$ cat config.mk
export PLATFORM = sky130hd
export DESIGN_NAME = rr_arbiter_2
export DESIGN_NICKNAME = d
export VERILOG_FILES = /design/src/rtl/arb_pkg.sv /design/src/rtl/arb_hold_cnt.sv /design/src/rtl/rr_arbiter_2.sv
export SDC_FILE = /design/constraint.sdc
export NUM_CORES = 1
export LEC_CHECK = 0
export BUFFER_PORTS_ARGS = -buffer_cell sky130_fd_sc_hd__buf_2
export CAP_MARGIN = 5
export CORE_MARGIN = 3
export CORE_UTILIZATION = 45
export CTS_CLUSTER_DIAMETER = 200
export DETAILED_ROUTE_END_ITERATION = 12
export HOLD_SLACK_MARGIN = 0.03
export SYNTH_ARGS = -nofsm -noshare
export SYNTH_HDL_FRONTEND = slang
export SYNTH_HIERARCHICAL = 1
export SYNTH_SLANG_ARGS = --single-unit
$ cat constraint.sdc
create_clock -name clk -period 2.6 [get_ports clk]
set_input_delay 0.26 -clock clk [delete_from_list [all_inputs] [get_ports clk]]
set_output_delay 0.26 -clock clk [all_outputs]
set_load 0.01 [all_outputs]
$ cat src/rtl/arb_pkg.sv
// Shared types and constants for the two-requester round-robin arbiter.
// One-hot state encoding, requester count and the default hold limit.
package arb_pkg;

  localparam int ARB_NUM_REQ       = 2;
  localparam int ARB_MAX_HOLD_DFLT = 8;

  // bit positions of the one-hot state vector
  localparam int ARB_B_IDLE = 0;
  localparam int ARB_B_OWN0 = 1;
  localparam int ARB_B_OWN1 = 2;

  typedef enum logic [2:0] {
    ARB_IDLE = 3'b001,
    ARB_OWN0 = 3'b010,
    ARB_OWN1 = 3'b100
  } arb_state_e;

endpackage

$ cat src/rtl/arb_hold_cnt.sv
// Saturating hold counter: clr wins over inc, at_limit flags MAX_HOLD-1.
// Ports: clk, reset (async high), clr, inc, at_limit (never set if MAX_HOLD==0).
module arb_hold_cnt #(
  parameter int HOLD_W   = 4,
  parameter int MAX_HOLD = 8
) (
  input  logic clk,
  input  logic reset,
  input  logic clr,
  input  logic inc,
  output logic at_limit
);

  localparam logic [HOLD_W-1:0] LIM =
    (MAX_HOLD == 0) ? '0 : HOLD_W'(MAX_HOLD - 1);

  logic [HOLD_W-1:0] cnt_q, cnt_d;

  always_comb begin
    cnt_d = cnt_q;
    if (clr)
      cnt_d = '0;
    else if (inc && (cnt_q != '1))
      cnt_d = cnt_q + HOLD_W'(1);
  end

  always_ff @(posedge clk or posedge reset) begin
    if (reset) cnt_q <= '0;
    else       cnt_q <= cnt_d;
  end

  assign at_limit = (MAX_HOLD != 0) && (cnt_q == LIM);

endmodule

$ cat src/rtl/rr_arbiter_2.sv
// Two-requester round-robin arbiter, registered one-hot grants, bounded hold.
// Ports: clk, reset, req_0/1 in; gnt_0/1, busy, preempt out; gnt_cnt_0/1 with ARB_GRANT_CNT_EN.
module rr_arbiter_2
  import arb_pkg::*;
#(
  parameter int MAX_HOLD = ARB_MAX_HOLD_DFLT,
  parameter int HOLD_W   = 4,
  parameter int CNT_W    = 16
) (
  input  logic clk,
  input  logic reset,
  input  logic req_0,
  input  logic req_1,
  output logic gnt_0,
  output logic gnt_1,
  output logic busy,
  output logic preempt
`ifdef ARB_GRANT_CNT_EN
  ,
  output logic [CNT_W-1:0] gnt_cnt_0,
  output logic [CNT_W-1:0] gnt_cnt_1
`endif
);

  arb_state_e state_q, state_d;
  logic last_owner_q, last_owner_d;
  logic preempt_q, preempt_d;
  logic busy_q, busy_d;
  logic start0, start1;
  logic hold_inc, at_limit;

  always_comb begin
    state_d   = state_q;
    start0    = 1'b0;
    start1    = 1'b0;
    preempt_d = 1'b0;
    hold_inc  = 1'b0;
    unique case (1'b1)
      state_q[ARB_B_OWN0]: begin
        if (!req_0) begin
          if (req_1) start1 = 1'b1;
          else       state_d = ARB_IDLE;
        end else if (req_1) begin
          if (at_limit) begin
            start1    = 1'b1;
            preempt_d = 1'b1;
          end else begin
            hold_inc = 1'b1;
          end
        end
      end
      state_q[ARB_B_OWN1]: begin
        if (!req_1) begin
          if (req_0) start0 = 1'b1;
          else       state_d = ARB_IDLE;
        end else if (req_0) begin
          if (at_limit) begin
            start0    = 1'b1;
            preempt_d = 1'b1;
          end else begin
            hold_inc = 1'b1;
          end
        end
      end
      default: begin
        // tie goes to whoever did not own last
        if (req_0 && (!req_1 || last_owner_q))
          start0 = 1'b1;
        else if (req_1)
          start1 = 1'b1;
      end
    endcase
    if (start0) state_d = ARB_OWN0;
    if (start1) state_d = ARB_OWN1;
  end

  always_comb begin
    last_owner_d = last_owner_q;
    if (start0) last_owner_d = 1'b0;
    if (start1) last_owner_d = 1'b1;
    busy_d = (state_d != ARB_IDLE);
  end

  always_ff @(posedge clk or posedge reset) begin
    if (reset) begin
      state_q      <= ARB_IDLE;
      last_owner_q <= 1'b1;
      preempt_q    <= 1'b0;
      busy_q       <= 1'b0;
    end else begin
      state_q      <= state_d;
      last_owner_q <= last_owner_d;
      preempt_q    <= preempt_d;
      busy_q       <= busy_d;
    end
  end

  arb_hold_cnt #(
    .HOLD_W   (HOLD_W),
    .MAX_HOLD (MAX_HOLD)
  ) u_hold (
    .clk      (clk),
    .reset    (reset),
    .clr      (start0 | start1),
    .inc      (hold_inc),
    .at_limit (at_limit)
  );

  assign gnt_0   = state_q[ARB_B_OWN0];
  assign gnt_1   = state_q[ARB_B_OWN1];
  assign busy    = busy_q;
  assign preempt = preempt_q;

`ifdef ARB_GRANT_CNT_EN
  logic [CNT_W-1:0] gnt_cnt_0_q, gnt_cnt_0_d;
  logic [CNT_W-1:0] gnt_cnt_1_q, gnt_cnt_1_d;

  always_comb begin
    gnt_cnt_0_d = gnt_cnt_0_q;
    gnt_cnt_1_d = gnt_cnt_1_q;
    if (start0) gnt_cnt_0_d = gnt_cnt_0_q + CNT_W'(1);
    if (start1) gnt_cnt_1_d = gnt_cnt_1_q + CNT_W'(1);
  end

  always_ff @(posedge clk or posedge reset) begin
    if (reset) begin
      gnt_cnt_0_q <= '0;
      gnt_cnt_1_q <= '0;
    end else begin
      gnt_cnt_0_q <= gnt_cnt_0_d;
      gnt_cnt_1_q <= gnt_cnt_1_d;
    end
  end

  assign gnt_cnt_0 = gnt_cnt_0_q;
  assign gnt_cnt_1 = gnt_cnt_1_q;
`endif

endmodule

Yosys cells after proc, flatten, opt, wreduce, memory -nomap -nowiden

Index checks and enable logic that the tools add are counted.

$add $sub $neg: 1
Eq/ne operators: 3
Multiplexer cells: 31
Bitwise operators: 1
Reduce and logical (&&, ||, !) cells: 6

Operator list:

| cell                                                | count |
|---|---|
| two-way mux 1 bit                                   | 18 |
| two-way mux 3 bit                                   | 5 |
| two-way mux 4 bit                                   | 2 |
| one-hot mux 1 bit (2 select lines)                  | 4 |
| one-hot mux 3 bit (2 select lines)                  | 1 |
| adder 4 x 1 -> 4 bit, second input constant         | 1 |
| equality test 4 x 3 -> 1 bit, second input constant | 1 |
| != test 4 bit, second input constant                | 1 |
| nonzero test 2 bit                                  | 2 |
| != test 3 x 1 -> 1 bit, second input constant       | 1 |
| logical AND 1 bit                                   | 2 |
| two-way mux 2 bit                                   | 1 |
| logical NOT 1 bit                                   | 1 |
| logical OR 1 bit                                    | 1 |
| OR 1 bit                                            | 1 |

Register bits: 10
Input bits: 4
Output and inout port bits: 4

Logic depth before layout (Yosys ltp)

Word-level depth: 8
Mapped depth: 9
Gate-level depth less buffers: 8

Cells and area by module

Netlist, hierarchy kept.

Modules (own cells, without submodules):

| module       | instances | cells an instance | area each (sq um) | seq. area each (sq um) |
|---|---|---|---|---|
| rr_arbiter_2 | 1         | 39                | 361.6             | 152.6 |
| arb_hold_cnt | 1         | 22                | 237.7             | 100.1 |

Least setup slack after synthesis

No wires, ideal clock.

Path type: register to register
Start point: register u_hold.cnt_q[0]
End point: register u_hold.cnt_q[0]
Setup time: 0.125 ns
Arrival time: 2.051 ns
Required time: 2.475 ns
Slack: 0.424 ns
Stages on the path, launching flop included: 10
Buffers on the path: 1
Period minus slack after synthesis: 2.176 ns
Path through: dfrtp_1 -> ha_1 -> nor2b_1 -> and2_1 -> buf_2 -> or2b_1 -> nor2_1 -> inv_1 -> a31oi_4 -> mux2_4

Longest elaborated chain between the ends: 7
Elaborated cells between the ends (all ways): 21
Those cells by class: add/sub (1); eq/ne (2); mux (15); bitwise (1); reduce/logical (2)

RTL lines:

| item                                        | RTL line                               | source |
|---|---|---|
| from (decl)                                 | arb_hold_cnt.sv:17                     | `logic [HOLD_W-1:0] cnt_q, cnt_d;` |
| from (signal assigned)                      | arb_hold_cnt.sv:29                     | `else cnt_q <= cnt_d;` |
| equality test 4 x 3 -> 1 bit *              | arb_hold_cnt.sv:32                     | `assign at_limit = (MAX_HOLD != 0) && (cnt_q == LIM);` |
| named net at_limit                          | rr_arbiter_2.sv:30                     | `logic hold_inc, at_limit;` |
| two-way mux 1 bit *                         | rr_arbiter_2.sv:44, rr_arbiter_2.sv:57 |  |
| two-way mux 1 bit, on equally long branches | rr_arbiter_2.sv:56, rr_arbiter_2.sv:43 |  |
| two-way mux 1 bit, on equally long branches | rr_arbiter_2.sv:53, rr_arbiter_2.sv:40 |  |
| one-hot mux 1 bit (2 select lines) *        | rr_arbiter_2.sv:38                     | `unique case (1'b1)` |
| named net hold_inc                          | rr_arbiter_2.sv:30                     |  |
| logical AND 1 bit *                         | arb_hold_cnt.sv:23                     | `else if (inc && (cnt_q != '1))` |
| nonzero test 2 bit (no line) *              | n/a                                    |  |

The timed path passes the listed nets; every way through them passes the cells marked *. The select of a mux whose other input is x is not followed.
A chain may end at the register's enable or synchronous reset.

Worst setup path after layout

Ends and elaborated chain as after synthesis.

==> flow_summary.json <==
{
  "synth_cell_types": 30,
  "cap_violations": 0,
  "num_io_pins": 8,
  "synth_fp_nets": 66,
  "grt_pass1_wl_um": 1910,
  "relSlewSlack_pct": 74.6,
  "cts_htree_levels": 1,
  "drt_iter0_markers": 4,
  "cts_sinks": 10,
  "cp_data_arrival_time_ns": 2.48,
  "clock_latency_ns": 0.27,
  "grt_max_degree": 14,
  "cts_resized": 0,
  "critPathRequiredTime_ns": 2.76,
  "async_flop_share_pct": 100,
  "finalSetupViolCount": 0,
  "critPathMaxFanout": 9,
  "leakage_nw": 0.298,
  "yosysWarnings": 6,
  "synth_cells": 61,
  "netlist_area_um2": 599,
  "path_clk_slew_ns": 0.07,
  "grt_setup_unrepaired": "no",
  "fin_crit_ns": 2.32,
  "status": "finished clean",
  "grt-ovfl-total": 0,
  "fillers": 107,
  "first_global_vias": 405,
  "dp_hpwl_um": 796,
  "multi_input_area_um2": 294,
  "chipWidth_um": 42.5,
  "gr-usage-all-layers_pct": 14.6,
  "rows": 12,
  "chipHeight_um": 42.5,
  "numPortBuffers": 7,
  "num_antenna_cells": 0,
  "maxSlewViolCount": 0,
  "ctsHoldBuffers": 1,
  "timing.fmax_mhz": 431,
  "finalCritPeriodShare_pct": 89.2,
  "cts.path.max_buffers": 2,
  "p_total_mw": 0.415,
  "layout.nets": 75,
  "drive_gt1_share_pct": 26.1,
  "start_kind": "flip-flop",
  "antenna_found_initial": 0,
  "avgSynthCellArea_um2": 9.83,
  "drt-total-wl_um": 1130,
  "syn_to_final_growth_pct": 12.1,
  "place_congestion": 0.748,
  "cts_tree": "yes",
  "power.density_nw_per_um2": 618,
  "via_per_inst": 5.37,
  "finalSetupTns_ns": 0,
  "synth.yosys.seq_area_share_pct": 42.2,
  "fin_skew_ns": 0.00132,
  "ant_nets": 0,
  "worst-slew-pin-transition_ns": 0.382,
  "synth_edf_count": 0,
  "setup.worst_path.class": "flip-flop to flip-flop",
  "postCtsSetupBuffers": 0,
  "hold_viol": 0,
  "dieArea_um2": 1810,
  "avgRoutedWirePerCell_um": 13.6,
  "drc": 0,
  "hold_path_class": "input pin to flip-flop",
  "worst_ir_drop_vdd_mv": 0.410,
  "coreArea_um2": 1170,
  "cts_buffers": 3,
  "end_kind": "flip-flop",
  "seqCellArea_um2": 253,
  "synth_seq_cells": 10,
  "synth_ff_type": "dfrtp_1",
  "vias": 446,
  "drt_first_pass_iters": 2,
  "clockRootBuffer": "clkbuf_4",
  "start_util_pct": 51.2
}
[Yosys cell counts, types with 2 or more instances]
cell | instances | share of area [%]
dfstp_2 | 2 | 8.8
a21oi_1 | 5 | 4.2
nand2b_1 | 2 | 2.1
o211ai_1 | 2 | 2.5
nor2_1 | 4 | 2.5
a211oi_1 | 2 | 2.5
dfrtp_1 | 8 | 33
mux2i_1 | 2 | 3.3
nor3b_1 | 2 | 2.5
o21ai_0 | 3 | 2.5
nor2b_1 | 2 | 2.1
buf_2 | 3 | 2.5
inv_1 | 7 | 4.4
[layout make-up]
| class | count | share of cell area (%) |
|---|---|---|
| Timing Repair Buffer | 8 | 6.70 |
| Sequential cell | 10 | 37.6 |
| Inverter | 7 | 3.91 |
| Tap cell | 14 | 2.61 |
| Clock buffer | 4 | 5.40 |
| Multi-Input combinational cell | 40 | 43.8 |
[per-layer routing]
layer | part of all wire [%] | global-route usage (%)
met5 | 0 | 0
met4 | 0.97 | 7.45
met1 | 56 | 22.6
met3 | 5.9 | 6.87
met2 | 37 | 15.5
[power breakdown]
group	total, mW	leakage (nW)	switching (mW)	internal [mW]
Combinational	0.0735	0.153	0.0365	0.0370
Clock	0.144	0.0210	0.0591	0.0851
Sequential	0.197	0.124	0.0214	0.176
[path summary, 6_finish.rpt]
path                                        startpoint                     endpoint  slack (ns)  cells past startpoint
max in group asynchronous                        reset     last_owner_q$_DFFE_PP1P_        1.91                      3
setup reg to reg           u_hold/cnt_q[0]$_DFFE_PP0P_  u_hold/cnt_q[0]$_DFFE_PP0P_        0.28                      8
min in group asynchronous                        reset  u_hold/cnt_q[3]$_DFFE_PP0P_        0.42                      3
setup / recovery           u_hold/cnt_q[0]$_DFFE_PP0P_  u_hold/cnt_q[0]$_DFFE_PP0P_        0.28                      8
hold / removal                                   req_0               busy$_DFF_PP0_        0.26                      3
hold reg to reg                   state_q[0]$_DFF_PP1_         state_q[0]$_DFF_PP1_        0.50                      2
[registers in the layout, summed over array words and instances, names as in the netlist]
name / flops
u_hold/cnt_q: 4
preempt: 1
state_q: 3
last_owner_q: 1
busy: 1
[critical path, stage by stage, from the launching register on]
cell	delay [ns]
dfrtp_1	0.42
ha_1	0.28
nor2b_1	0.16
and2_1	0.24
or2b_1	0.27
nor2_1	0.24
inv_1	0.11
a31oi_4	0.18
mux2_4	0.31
[layout by cell type (no fill, tap or decap)]
cell           synthesis  final
ha_1                   1      1
dlygate4sd3_1          0      1
o211ai_1               2      2
a21oi_1                5      5
a211o_1                1      1
dfrtp_1                8      8
and3b_2                1      1
clkbuf_4               0      3
o31ai_1                1      1
nand2_1                1      1
and2_1                 1      1
a32o_2                 1      1
a211oi_1               2      2
or3b_1                 1      1
or2b_1                 1      1
a31oi_4                1      1
nor2_1                 4      4
nor3b_1                2      2
o21ai_2                1      1
mux2i_1                2      2
buf_2                  3      7
inv_1                  7      7
a311oi_1               1      1
mux2_4                 1      1
o21ai_0                3      3
clkbuf_8               0      1
nor2b_1                2      2
nand4_1                1      1
dfstp_2                2      2
a21boi_1               1      1
nor3_1                 1      1
nand2b_1               2      2
[metrics by stage]
stage	std cells	utilization, %	area, um2	worst slack, ns	hold slack, ns
floorplan	61	-	599	0.424	0.0261
global placement	78	53.4	626	0.308	0.165
detailed placement	78	53.4	626	0.299	0.165
CTS	83	57.4	672	0.284	0.256
global route	83	57.4	672	0.148	0.279
finish	83	57.4	672	0.280	0.264
[kinds of logic (layout without fill, tap and decap cells)]
| kind of cell | count (synthesis) | after routing | share of synthesized area [%] |
|---|---|---|---|
| adders and majority gates | 1 | 1 | 2.09 |
| muxes | 3 | 3 | 5.84 |
| buffers and inverters | 11 | 19 | 8.77 |
| AOI/OAI and AO/OA | 19 | 19 | 24.0 |
| DFF | 10 | 10 | 42.2 |
| and+or+nand+nor | 17 | 17 | 17.1 |
Note: power is estimated with default switching activity, not from simulation.
